File: src/rtl/sdram_fifo_arbmod_if.sv
// Bus bundle between the FIFO/SDRAM arbiter and its surroundings:
// write-side FIFO status/enable, read-side FIFO status/enable, SDRAM call/done/address
// and the SDRAM ring status.
interface sdram_fifo_arbmod_if #(
  parameter int unsigned AW = 22
);

  logic [1:0]    iTagW;
  logic [1:0]    iTagR;
  logic [1:0]    oEnW;
  logic [1:0]    oEnR;
  logic [1:0]    oCall;
  logic          iDone;
  logic [AW-1:0] oAddr;
  logic [1:0]    oTag;

  // Arbiter side
  modport master (
    input  iTagW,
    input  iTagR,
    input  iDone,
    output oEnW,
    output oEnR,
    output oCall,
    output oAddr,
    output oTag
  );

  // FIFO/SDRAM-controller side
  modport slave (
    output iTagW,
    output iTagR,
    output iDone,
    input  oEnW,
    input  oEnR,
    input  oCall,
    input  oAddr,
    input  oTag
  );

endinterface

File: src/rtl/sdram_fifo_arbmod.sv
// Arbiter that moves words from a write-side FIFO into an SDRAM ring buffer and
// from the ring back out into a read-side FIFO, one word per SDRAM call.
// Ties between the two directions are broken round-robin.
module sdram_fifo_arbmod #(
  parameter int unsigned AW = 22
) (
  input  logic                CLOCK,
  input  logic                RESET,
  sdram_fifo_arbmod_if.master bus
);

  localparam int unsigned PW = AW + 1;

  typedef enum logic [2:0] {
    IDLE  = 3'd0,
    WCALL = 3'd1,
    WPOP  = 3'd2,
    RCALL = 3'd3,
    RPUSH = 3'd4
  } state_t;

  state_t        state;
  state_t        stateNext;
  logic [PW-1:0] wp;
  logic [PW-1:0] wpNext;
  logic [PW-1:0] rp;
  logic [PW-1:0] rpNext;
  logic          lastWrite;
  logic          lastWriteNext;
  logic [1:0]    callReg;
  logic [1:0]    callNext;
  logic [1:0]    enWReg;
  logic [1:0]    enWNext;
  logic [1:0]    enRReg;
  logic [1:0]    enRNext;
  logic [AW-1:0] addrReg;
  logic [AW-1:0] addrNext;

  logic ringEmpty;
  logic ringFull;
  logic wElig;
  logic rElig;
  logic unusedTags;

  // Ring status straight from the pointers; the extra MSB separates full from empty
  assign ringEmpty = (wp == rp);
  assign ringFull  = (wp[AW] != rp[AW]) && (wp[AW-1:0] == rp[AW-1:0]);

  // Write needs a non-empty source FIFO and ring space; read needs ring data and sink space
  assign wElig = !bus.iTagW[0] && !ringFull;
  assign rElig = !ringEmpty && !bus.iTagR[1];

  // Write-FIFO full and read-FIFO empty flags play no part in arbitration
  assign unusedTags = ^{bus.iTagW[1], bus.iTagR[0]};

  assign bus.oCall = callReg;
  assign bus.oEnW  = enWReg;
  assign bus.oEnR  = enRReg;
  assign bus.oAddr = addrReg;
  assign bus.oTag  = {ringFull, ringEmpty};

  // State, pointers, round-robin flag and registered outputs
  always_ff @(posedge CLOCK) begin
    if (RESET) begin
      state     <= IDLE;
      wp        <= '0;
      rp        <= '0;
      lastWrite <= 1'b0;
      callReg   <= 2'b00;
      enWReg    <= 2'b00;
      enRReg    <= 2'b00;
      addrReg   <= '0;
    end else begin
      state     <= stateNext;
      wp        <= wpNext;
      rp        <= rpNext;
      lastWrite <= lastWriteNext;
      callReg   <= callNext;
      enWReg    <= enWNext;
      enRReg    <= enRNext;
      addrReg   <= addrNext;
    end
  end

  // Next state plus next values of the registered outputs; outputs idle at zero
  always_comb begin
    stateNext     = state;
    wpNext        = wp;
    rpNext        = rp;
    lastWriteNext = lastWrite;
    callNext      = 2'b00;
    enWNext       = 2'b00;
    enRNext       = 2'b00;
    addrNext      = '0;

    case (state)
      IDLE: begin
        if (wElig && (!rElig || !lastWrite)) begin
          stateNext     = WCALL;
          lastWriteNext = 1'b1;
          callNext      = 2'b10;
          addrNext      = wp[AW-1:0];
        end else if (rElig) begin
          stateNext     = RCALL;
          lastWriteNext = 1'b0;
          callNext      = 2'b01;
          addrNext      = rp[AW-1:0];
        end
      end

      WCALL: begin
        if (bus.iDone) begin
          stateNext = WPOP;
          enWNext   = 2'b01;
        end else begin
          callNext = 2'b10;
          addrNext = wp[AW-1:0];
        end
      end

      WPOP: begin
        wpNext    = wp + PW'(1);
        stateNext = IDLE;
      end

      RCALL: begin
        if (bus.iDone) begin
          stateNext = RPUSH;
          enRNext   = 2'b10;
        end else begin
          callNext = 2'b01;
          addrNext = rp[AW-1:0];
        end
      end

      RPUSH: begin
        rpNext    = rp + PW'(1);
        stateNext = IDLE;
      end

      default: begin
        stateNext = IDLE;
      end
    endcase
  end

endmodule
File: src/flat_wrapper.sv
// flat-port wrapper written by rule: the top's interface ports become plain ports
module sdram_fifo_arbmod_flat 
#(
  parameter int unsigned AW = 22
)
  (CLOCK, RESET, bus_iTagW, bus_iTagR, bus_iDone, bus_oEnW, bus_oEnR, bus_oCall, bus_oAddr, bus_oTag);
  sdram_fifo_arbmod_if #(.AW(AW)) bus_i ();
  input  logic CLOCK;
  input  logic RESET;
  input wire logic [$bits(bus_i.iTagW)-1:0] bus_iTagW;
  input wire logic [$bits(bus_i.iTagR)-1:0] bus_iTagR;
  input wire logic [$bits(bus_i.iDone)-1:0] bus_iDone;
  output wire logic [$bits(bus_i.oEnW)-1:0] bus_oEnW;
  output wire logic [$bits(bus_i.oEnR)-1:0] bus_oEnR;
  output wire logic [$bits(bus_i.oCall)-1:0] bus_oCall;
  output wire logic [$bits(bus_i.oAddr)-1:0] bus_oAddr;
  output wire logic [$bits(bus_i.oTag)-1:0] bus_oTag;
  assign bus_i.iTagW = bus_iTagW;
  assign bus_i.iTagR = bus_iTagR;
  assign bus_i.iDone = bus_iDone;
  assign bus_oEnW = bus_i.oEnW;
  assign bus_oEnR = bus_i.oEnR;
  assign bus_oCall = bus_i.oCall;
  assign bus_oAddr = bus_i.oAddr;
  assign bus_oTag = bus_i.oTag;
  sdram_fifo_arbmod #(.AW(AW)) u_core (.CLOCK(CLOCK), .RESET(RESET), .bus(bus_i));
endmodule
File: config.mk
export PLATFORM = sky130hd
export DESIGN_NAME = sdram_fifo_arbmod_flat
export DESIGN_NICKNAME = d
export VERILOG_FILES = /design/src/rtl/sdram_fifo_arbmod_if.sv /design/src/rtl/sdram_fifo_arbmod.sv /design/src/flat_wrapper.sv
export SDC_FILE = /design/constraint.sdc
export NUM_CORES = 1
export LEC_CHECK = 0
export CAP_MARGIN = 20
export CORE_MARGIN = 10
export CORE_UTILIZATION = 45
export CTS_CLUSTER_SIZE = 10
export DETAILED_ROUTE_END_ITERATION = 12
export PLACE_DENSITY = 0.63
export SYNTH_ARGS = -nofsm -noshare
export SYNTH_HDL_FRONTEND = slang
export SYNTH_SLANG_ARGS = --single-unit
File: constraint.sdc
create_clock -name CLOCK -period 3.4 [get_ports CLOCK]
set_input_delay 0.68 -clock CLOCK [delete_from_list [all_inputs] [get_ports CLOCK]]
set_output_delay 0.68 -clock CLOCK [all_outputs]
set_load 0.02 [all_outputs]
# ---- Word level (Yosys, flattened, before mapping)
# Index checks and enable logic that the tools add are counted.
dict set report totals {
  mem_count 0
  register_bits 78
  out_inout_bits 30
  in_bits 7
  romBits 0
  latch_bits 0
  ram_bits 0
  word_cells 58
}
dict set report classes {
  eq_ne 10
  reduce_logical 17
  muxes 19
  n_lt_le_gt_ge 0
  n_div 0
  n_mul 0
  n_addsub 2
  bitwise_logic 2
  shift 0
}
# operator count
set ops {}
lappend ops {{$mux 22} 4}
lappend ops {{$pmux 22 s3} 1}
lappend ops {{$add 23x1->23 const B} 2}
lappend ops {{$eq 23x23->1} 1}
lappend ops {{$eq 22x22->1} 1}
lappend ops {{$mux 3} 4}
lappend ops {{$pmux 3 s3} 1}
lappend ops {{$eq 3x2->1 const B} 2}
lappend ops {{$logic_not 1->1} 6}
lappend ops {{$mux 2} 3}
lappend ops {{$pmux 2 s3} 1}
lappend ops {{$mux 1} 5}
lappend ops {{$logic_and 1x1->1} 4}
lappend ops {{$ne 2x2->1 const B} 2}
lappend ops {{$reduce_or 2->1} 2}
lappend ops {{$eq 3x1->1 const B} 1}
lappend ops {{$eq 3x3->1 const B} 1}
lappend ops {{$logic_not 3->1} 1}
lappend ops {{$ne 3x1->1 const B} 1}
lappend ops {{$reduce_and 3->1} 1}
lappend ops {{$not 1->1} 2}
lappend ops {{$reduce_and 2->1} 1}
lappend ops {{$reduce_bool 2->1} 1}
lappend ops {{$logic_or 1x1->1} 1}
lappend ops {{$ne 1x1->1} 1}

# ---- Logic depth before layout (Yosys ltp)
dict set report depth {
  ltp_word 8
  ltp_mapped 8
  ltp_nobuf 6
}

# ---- Worst setup path after synthesis
# No wires, ideal clock.
dict set report synth_timing {
  path_kind {reg-to-output}
  startpoint {reg u_core.wp[19]}
  endpoint {out bus_oTag[0]}
  setup_slack_ns 0.988
  arrival_time_ns 1.732
  stages_incl_launch_ff 7
  required_time_ns 2.720
  path_buffers 1
  cell_sequence {dfxtp_1 > xor2_1 > or4_4 > nor4_4 > nand2_1 > nor2_1 > buf_4}
}
dict set report synth_between {
  elab_chain_len 1
}
# item line_no
set synth_lines {}
lappend synth_lines {{start: declaration} sdram_fifo_arbmod.sv:24} ;# logic [PW-1:0] wp;
lappend synth_lines {{start signal: assignment} sdram_fifo_arbmod.sv:75} ;# wp <= wpNext;
lappend synth_lines {{$eq 23x23->1} sdram_fifo_arbmod.sv:46} ;# assign ringEmpty = (wp == rp);
lappend synth_lines {{end: declaration} flat_wrapper.sv:17} ;# output wire logic [$bits(bus_i.oTag)-1:0] bus_oTag;
# Every way passes these cells.

# ---- Worst setup path after layout
dict set report layout_timing {
  startpoint {reg u_core.rp[19]}
  endpoint {out bus_oTag[0]}
}
dict set report layout_between {
  elab_chain_len 1
}
# item line_no
set layout_lines {}
lappend layout_lines {{start: declaration} sdram_fifo_arbmod.sv:26} ;# logic [PW-1:0] rp;
lappend layout_lines {{start signal: assignment} sdram_fifo_arbmod.sv:76} ;# rp <= rpNext;
lappend layout_lines {{$eq 23x23->1} sdram_fifo_arbmod.sv:46}
# Every way passes these cells.

==> impl_metrics.py <==
metrics = {
    "clock_network": {
        "ctsHoldBuffers": 0,
        "clkTransAtPathRegs_ns": 0.08,
        "clock_sink_count": 76,
        "cts_tree": "built",
        "clockBufferDepth": 2,
        "numCtsBuffers": 9,
        "htreeDepth": 3,
        "cts-root-buf": "clkbuf_8",
        "insertion_delay_ns": 0.36,
    },
    "timing": {
        "setup_viol": 0,
        "grt_setup_unrepaired": "no",
        "hold_violations": 0,
        "period_needed_ns": 3.14,
        "fmax_mhz": 318,
        "timing.final.max_slew_violations": 0,
        "fin_crit_sh": 0.924,
        "fin_ws_ns": 0.257,
        "tightest_slew_ns": 0.742,
        "max-slew-margin-rel": 0.501,
        "setup_tns_ns": 0,
        "fin_skew_ns": 0.0105,
    },
    "synth": {
        "synth_xor_area_frac": 0.162,
        "synth_area_leader_cell": "dfxtp_1",
        "synthMuxAreaShare": 0.0134,
        "synth-adder-area-share": 0.00724,
        "yosysWarnings": 0,
        "synth_top_area_frac": 0.440,
        "yosys.area_share.simple": 0.236,
        "ys_seq_elements": 76,
        "syn_inst": 367,
        "synth_compound_area_frac": 0.0962,
        "synth_ff_type": "dfxtp_1",
        "avgSynthCellArea_sq_um": 9.42,
        "ys_types": 49,
        "synthTopCellsByArea": "dfxtp_1 44%, xor2_1 11%, nor2_1 6.0%",
        "async_flop_share": 0,
        "synth_edf_count": 0,
        "syn_area_sq_mm": 0.00346,
        "synth_top_family_by_area": "simple AND/OR/NAND/NOR gates",
        "ys_seq_area_frac": 0.440,
    },
    "power": {
        "total_power_mw": 1.79,
        "swShare": 0.264,
        "powerDensity_mw_per_mm2": 443,
        "p_switching_uw": 471,
        "power.internal_mw": 1.31,
        "peakVddDrop_uv": 228,
        "pwr-share-clk": 0.388,
        "seq_power_share": 0.519,
        "leakagePower_nw": 1.56,
        "comb_power_share": 0.094,
    },
    "routing": {
        "first_iter_violations": 98,
        "drt_drc_violations_left": 0,
        "drtAntennaViolNets": 0,
        "totalWireLength_mm": 7.42,
        "drt_pass1_iterations": 4,
        "via_per_inst": 5.24,
        "wire_per_inst_microns": 14.9,
        "route.vias.total": 2617,
    },
    "floorplanning": {
        "core_sq_mm": 0.00737,
        "start_util": 0.469,
        "die-area_sq_mm": 0.0116,
        "fp.dieW_microns": 108,
        "ios": 37,
        "fp.dieH_microns": 108,
        "rows": 31,
    },
    "critical_path": {
        "crit_required_ns": 2.72,
        "crit_arrival_ns": 2.46,
        "start_kind": "register",
        "path_max_fanout": 5,
        "end_kind": "primary output",
        "crit_type": "reg -> out",
    },
    "worst_hold_path": {
        "hp-class": "reg -> reg",
    },
    "layout": {
        "final_area_sq_mm": 0.00403,
        "finish.utilization": 0.547,
        "synthToLayoutAreaGrowth_pct": 16.5,
        "nNetsFinal": 404,
        "antenna_cells": 0,
        "drive_gt1_frac": 0.118,
    },
    "place": {
        "dp_slack_ns": 0.367,
        "post_dp_cell_area_sq_mm": 0.00383,
        "port_buffers": 32,
        "gp_congestion": 0.826,
        "hpwl_mm": 5.16,
    },
    "global_route": {
        "grt_pass1_vias": 2494,
        "antenna_found_initial": 0,
        "grt_usage": 0.133,
        "overflow": 0,
        "grt_max_degree": 27,
        "grt_pass1_wl_mm": 12.4,
    },
    "run_status": {
        "status": "completed",
    },
    "run": {
        "cap_violations": 0,
    },
}
repair_timing:
item	CTS	global route
gates resized for setup	1	1
setup endpoints to repair	1	1
cloned	0	0
setup buffers	0	0
power by group through the flow:
stage	logic [mW]	registers [mW]	clock network [mW]
after floorplan	0.138	0.940	0
after global placement	0.169	0.948	0
after detailed placement	0.171	0.947	0
after CTS	0.169	0.926	0.706
after global routing	0.187	0.930	0.744
final	0.167	0.927	0.692
worst max-delay path, stage by stage (launching register included):
cell,delay [ns]
dfxtp_1,0.44
xor2_1,0.12
or4_4,0.56
nor4_4,0.36
nand2_1,0.18
nor2_1,0.11
dlygate4sd2_1,0.34
routing by layer:
metal	vias to the layer above	wire (microns)	track usage
met5	-	0	0
met1	1250	3590	0.176
met3	13	382	0.0335
met4	0	130	0.0687
li1	1313	-	-
met2	41	3310	0.196
final cells by class:
| cell class | instances | area [sq um] |
|---|---|---|
| inverters | 4 | 15.0 |
| multi-input cells | 264 | 1790 |
| fillers | 694 | 3340 |
| well taps | 99 | 124 |
| repair buffers | 40 | 382 |
| clock buffers | 9 | 124 |
| flip-flops and latches | 76 | 1520 |
| clock inverters | 7 | 75.1 |
layout by cell type, fill, tap and decap left out, drive strengths merged, types with 4 or more instances in the layout:
cell type      Yosys  final
clkbuf            13      9
nand3             15     15
nor3               6      6
clkdlybuf4s50      0     30
a21oi              4      4
a22o              22     22
nor4               9      9
nand4             14     14
nand2             23     23
and3               6      6
dfxtp             76     76
o21ai              6      6
inv                4      5
buf               11      8
xnor2             22     22
nor2              55     55
xor2              42     42
nor3b              5      5
synthesized netlist by cell type (3+ instances only):
master    number
a21oi_1        3
a22o_1        13
a22o_2         9
and3_1         5
and4_1         3
buf_2          3
buf_4          5
buf_6          3
clkbuf_1      12
dfxtp_1       76
inv_1          4
nand2_1       23
nand3_1       15
nand4_1       14
nor2_1        55
nor3_1         6
nor3b_1        3
nor4_1         7
o21ai_0        6
or3_1          3
xnor2_1       22
xor2_1        42
stage by stage:
stage | std cells | hold WS [ns]
floorplan | 368 | 0.495
global placement | 483 | 0.512
detailed placement | 483 | 0.524
CTS | 499 | 0.534
global route | 499 | 0.578
finish | 499 | 0.535
flip-flops by register name, summed over array words and instances, names as in the netlist:
register,cells
u_core.bus.oAddr,22
u_core.bus.oCall,2
u_core.bus.oEnR,1
u_core.bus.oEnW,1
u_core.lastWrite,1
u_core.rp,23
u_core.state,3
u_core.wp,23
cell families after synthesis:
kind of cell    Yosys count
mux                       4
fa+ha+maj                 2
compound gates           39
flops                    76
other cells               1
xor+xnor                 64
buf+inv                  28
simple gates            153
path summary, 6_finish.rpt:
check | end | cells after the start | slack, ns | startpoint
worst max-delay path | bus_oTag[0] | 6 | 0.26 | u_core.rp[19]
worst min-delay path | u_core.wp[10] | 2 | 0.53 | u_core.wp[10]
worst max register to register | u_core.rp[19] | 6 | 0.80 | u_core.state[2]
worst min register to register | u_core.wp[10] | 2 | 0.53 | u_core.wp[10]
Power figures use the tool's default switching activity.
==> edit 1: new RTL, config.mk and constraints unchanged <==
Take the reset off `addrReg` and load it in a clocked block of its own.
--- a/src/rtl/sdram_fifo_arbmod.sv
+++ b/src/rtl/sdram_fifo_arbmod.sv
@@ -71,3 +71,2 @@
       enRReg    <= 2'b00;
-      addrReg   <= '0;
     end else begin
@@ -80,4 +79,7 @@
       enRReg    <= enRNext;
-      addrReg   <= addrNext;
     end
+  end
+
+  always_ff @(posedge CLOCK) begin
+    addrReg <= addrNext;
   end
Behaviour: differs if RESET is asserted again (counterexample within 10 cycles, from zero or initial values and one cycle with RESET high); with RESET held inactive, the same outputs for 10 cycles.
==> edit 1 against the original RTL <==
Routed wire length decreased by 5.4%; power increased by 10%; area after synthesis decreased by 1.8%; worst setup slack got worse by 0.14 ns; via count decreased by 3.9%; design area decreased by 1.6%; sequential cell count unchanged.
==> edit 1: results (changes against the original RTL) <==
Clock network
  • Number of H-tree levels: 3 (unchanged)
  • Skew-Pair Late Insertion Delay: 0.36 ns (about the same)
  • TritonCTS Buffers: 9 (unchanged)
  • Worst-path clk slew: 0.08 ns (about the same)
  • Clock root buffer: clkbuf_8 (unchanged)
  • Clk buf depth: 2 (unchanged)

Min path
  • Worst Hold Path EP: u_core.lastWrite (was u_core.wp[10])
  • Hold path cells: 2 (unchanged)
  • Hold Startpoint: u_core.lastWrite (was u_core.wp[10])
  • Hold Path Class: reg2reg (unchanged)

Outcome
  • Status: complete, no violations (unchanged)

STA
  • Hold slack: 0.481 ns (was 0.535 ns)
  • Clock skew: 0.00867 ns (was 0.0105 ns)

Final layout
  • Share of layout cells above drive strength 1: 8.81% (was 11.8%)
  • Final nets: 390 (was 404)
  • ANT cells: 0 (unchanged)

Pwr
  • P_leak: 1.45 nW (was 1.56 nW)
  • Switch share: 24.5% (was 26.4%)
  • Peak VDD IR: 234 uV (was 228 uV)

Yosys
  • Compound-Gate Fraction of Synth Area: 10.8% (was 9.62%)
  • Area contributors post-synth: dfxtp_1, xor2_1, xnor2_1 (was dfxtp_1, xor2_1, nor2_1)
  • Synth Warn #: 0 (unchanged)
  • Post-synth top cells: dfxtp_1, nor2_1, xor2_1 (unchanged)
  • Synth Flop Type: dfxtp_1 (unchanged)
  • Post-Synth Adder-Cell Area: 0.737% (was 0.724%)
  • Post-Synth XOR/XNOR Area: 15.0% (was 16.2%)
  • Synth async-reset ratio: 0% (unchanged)
  • Mux contribution to synthesized area: 1.29% (was 1.34%)
  • Unique masters post-synth: 49 (unchanged)
  • Sequential cell area fraction in the yosys report: 44.8% (was 44.0%)

Worst setup path
  • R2R Path End: u_core.wp[22] (was u_core.rp[19])
  • CP max FO: 7 (was 5)
  • Critical R2R Launch: u_core.state[1] (was u_core.state[2])
  • Crit path DAT: 2.60 ns (was 2.46 ns)
  • R2r setup slk: 0.95 ns (was 0.80 ns)
  • R2R cell count: 7 (was 6)
  • Critical path startpoint: u_core.wp[6] (was u_core.rp[19])

Global route
  • Vias in the first global route: 2403 (was 2494)
  • Largest net degree at the start of global routing: 46 (was 27)
  • Total global-route track usage: 12.7% (was 13.3%)
  • Initial antenna violation count: 0 (unchanged)
  • First-pass GRT wire length: 11.7 mm (was 12.4 mm)

Drt
  • Via count: 2516 (was 2617)
  • WL per Instance: 14.5 um (was 14.9 um)
  • Pre-antenna DRT Iters: 4 (unchanged)
  • Initial DRC Count: 108 (was 98)

Place
  • DP HPWL: 4.84 mm (was 5.16 mm)
  • # port buffers: 32 (unchanged)
  • Final RePlAce weighted congestion: 0.780 (was 0.826)
  • Dpl ws: 0.536 ns (was 0.367 ns)
[edit 1: worst max-delay path, stage by stage (launching register included)]
cell and delay, ns:
dfxtp_1 0.49, xnor2_1 0.15, nand4_1 0.20, nor4_2 0.32, nand3_2 0.17, nor2_1 0.25
clkdlybuf4s50_1 0.66
[edit 1: power by group through the flow]
stage | clock [mW] | sequential [mW] | combinational [mW]
finish | 0.850 | 0.930 | 0.186
global route | 0.902 | 0.933 | 0.204
CTS | 0.865 | 0.930 | 0.188
detailed placement | 0 | 0.951 | 0.187
global placement | 0 | 0.951 | 0.185
floorplan | 0 | 0.950 | 0.151
[edit 1: cell families after synthesis]
kind of cell | after synthesis
flip-flops | 76
other | 1
AND/OR/NAND/NOR | 137
adder cells (fa/ha/maj) | 2
buffers and inverters | 28
multiplexers | 4
AO/OA/AOI/OAI | 52
XOR/XNOR | 58
[edit 1: worst max path at each step]
stage	slack (ns)	end	cells after the start
final	0.12	bus_oTag[0]	6
after global routing	0.02	bus_oTag[0]	6
after CTS	0.12	bus_oTag[0]	6
after detailed placement	0.54	bus_oTag[0]	6
after global placement	0.53	bus_oTag[0]	6
after floorplan	1.25	bus_oTag[0]	7
[edit 1: routing by layer]
metal  track usage (%)  share of wire [%]  vias to the layer above
li1                  -                  -                     1278
met1              15.9                 47                     1185
met2              19.6                 46                       42
met3              3.35                4.3                       11
met4              6.38                2.1                        0
met5                 0                  0                        -
[edit 1: timing repair]
action | in CTS | in global routing
endpoints found under the setup margin | 0 | 1
gates resized for setup | 0 | 1
hold buffers | 0 | 0
buffers inserted | 0 | 0
[edit 1: through the flow]
stage                     std cells  total power, mW  area (um2)  utilization, %
final                           485             1.97        3970            54.4
after global routing            485             2.04        3970            54.4
after CTS                       485             1.98        3960            54.3
after detailed placement        469             1.14        3710            50.9
after global placement          469             1.14        3710            50.9
after floorplan                 359             1.10        3400               -
[edit 1: final cells by class]
| type | count | area (um2) |
|---|---|---|
| Tap cell | 99 | 124 |
| Clock buffer | 10 | 138 |
| Multi-Input combinational cell | 255 | 1710 |
| Sequential cell | 76 | 1520 |
| Inverter | 4 | 15.0 |
| Fill cell | 705 | 3330 |
| Clock inverter | 6 | 111 |
| Timing Repair Buffer | 35 | 343 |
==> edit 2: new RTL, config.mk and constraints unchanged <==
Without the edit above. `AW` is set to 22 in 3 places; all go to 11.
--- a/src/rtl/sdram_fifo_arbmod_if.sv
+++ b/src/rtl/sdram_fifo_arbmod_if.sv
@@ -4,3 +4,3 @@
 interface sdram_fifo_arbmod_if #(
-  parameter int unsigned AW = 22
+  parameter int unsigned AW = 11
 );
--- a/src/rtl/sdram_fifo_arbmod.sv
+++ b/src/rtl/sdram_fifo_arbmod.sv
@@ -4,3 +4,3 @@
 module sdram_fifo_arbmod #(
-  parameter int unsigned AW = 22
+  parameter int unsigned AW = 11
 ) (
--- a/src/flat_wrapper.sv
+++ b/src/flat_wrapper.sv
@@ -3,3 +3,3 @@
 #(
-  parameter int unsigned AW = 22
+  parameter int unsigned AW = 11
 )
Interface: changed (resized bus_oAddr); port bits go from 37 to 26. No check against the original RTL was run, so the function may have changed too.
==> edit 2 against the original RTL <==
Power decreased by 47%; sequential share of layout area fell by 2.1 points; sequential cell count decreased by 33; count of clock-buffer cells in the layout is 3 lower; critical path depth decreased by 1; worst setup slack improved by 0.15 ns; design area fell by 40%; utilization down 0.29 points; routed wire length is 41% lower; area after synthesis is 39% lower.
==> edit 2: results (changes against the original RTL) <==
Yosys
  • Unique masters post-synth: 42 (was 49)
  • Compound-Gate Fraction of Synth Area: 15.0% (was 9.62%)
  • Post-Synth XOR/XNOR Area: 13.8% (was 16.2%)
  • Area contributors post-synth: dfxtp_1, xnor2_1, o32ai_2 (was dfxtp_1, xor2_1, nor2_1)
  • Mux contribution to synthesized area: 0.477% (was 1.34%)
  • Post-synthesis instance total: 225 (was 367)
  • Post-synth top cells: dfxtp_1, nor2_1, inv_1 (was dfxtp_1, nor2_1, xor2_1)
  • Sequential cell area fraction in the yosys report: 41.0% (was 44.0%)
  • Post-Synth Adder-Cell Area: 1.19% (was 0.724%)

Pwr
  • P_sw: 254 uW (was 471 uW)
  • Share of power burned in registers: 55.0% (was 51.9%)
  • Pwr dens: 394 nW/um2 (was 443 nW/um2)
  • Share of total power in combinational logic: 11.3% (was 9.4%)
  • Peak VDD IR: 216 uV (was 228 uV)
  • P_leak: 0.858 nW (was 1.56 nW)

Global route
  • Met1 Use GR: 15.3% (was 17.6%)
  • Largest net degree at the start of global routing: 31 (was 27)
  • First-pass GRT wire length: 7.48 mm (was 12.4 mm)
  • Grt met3 use: 3.40% (was 3.35%)
  • Initial antenna violation count: 0 (unchanged)
  • Total global-route track usage: 12.3% (was 13.3%)
  • Vias in the first global route: 1539 (was 2494)
  • Grt met2 use: 19.2% (was 19.6%)

Drt
  • Wire length on met2: 2.06 mm (was 3.31 mm)
  • Initial DRC Count: 77 (was 98)
  • Drt total wl: 4.37 mm (was 7.42 mm)
  • Vias/cell: 5.17 (was 5.24)
  • Wire length on met3: 214 um (was 382 um)
  • M1 WL: 2.02 mm (was 3.59 mm)
  • Via count: 1551 (was 2617)

Worst setup path
  • CP top delay family: simple AND/OR/NAND/NOR gates (unchanged)
  • Critical path's slowest cell: clkdlybuf4s50_1 (was or4_4)
  • Critical R2R Launch: u_core.wp[8] (was u_core.state[2])
  • Worst setup path category: reg2out (unchanged)
  • CP max FO: 5 (unchanged)
  • Max incr delay on CP: 0.64 ns (was 0.56 ns)
  • Crit path DAT: 2.32 ns (was 2.46 ns)

Place
  • # port buffers: 21 (was 32)
  • DP HPWL: 3.07 mm (was 5.16 mm)
  • Dpl cell area: 2330 um2 (was 3830 um2)
  • Total placed cells including tap cells: 292 (was 483)
  • Final RePlAce weighted congestion: 0.867 (was 0.826)
  • Dpl ws: 0.731 ns (was 0.367 ns)

Min path
  • Hold Path Class: reg2reg (unchanged)
  • Hold Startpoint: u_core.rp[10] (was u_core.wp[10])

Final layout
  • Fillers: 398 (was 694)
  • Final nets: 256 (was 404)
  • Share of layout cells above drive strength 1: 12.1% (was 11.8%)
  • ANT cells: 0 (unchanged)

Clock network
  • Clk buf depth: 2 (unchanged)
  • Skew-Pair Late Insertion Delay: 0.30 ns (was 0.36 ns)
  • TritonCTS Buffers: 5 (was 9)
  • Cts repair resizes: 0 (was 1)
  • Number of H-tree levels: 2 (was 3)

Outcome
  • Status: complete, no violations (unchanged)

STA
  • Clock skew: 0.00452 ns (was 0.0105 ns)
  • Slew @ Worst Pin: 0.620 ns (was 0.742 ns)
edit 2: cell families after synthesis:
group / after synthesis
AOI/OAI and AO/OA: 30
adders and majority gates: 2
and+or+nand+nor: 76
buffers and inverters: 39
DFF: 43
xor gates and xnor gates: 33
muxes: 1
other: 1
edit 2: cell type report:
type                            count  area (um2)  share of cell area (%)
Clock inverter                      2        12.5                   0.518
Clock buffer                        6        72.6                    3.00
Timing Repair Buffer               25         240                    9.94
Tap cell                           52        65.1                    2.69
Inverter                           28         105                    4.35
Multi-Input combinational cell    144        1060                    43.9
Sequential cell                    43         861                    35.6
edit 2: worst paths after layout:
check / end / slack, ns / cells past startpoint
setup reg to reg: u_core.bus.oAddr[0] / 1.00 / 6
hold / removal: u_core.rp[10] / 0.52 / 2
setup / recovery: bus_oTag[1] / 0.40 / 5
hold reg to reg: u_core.rp[10] / 0.52 / 2
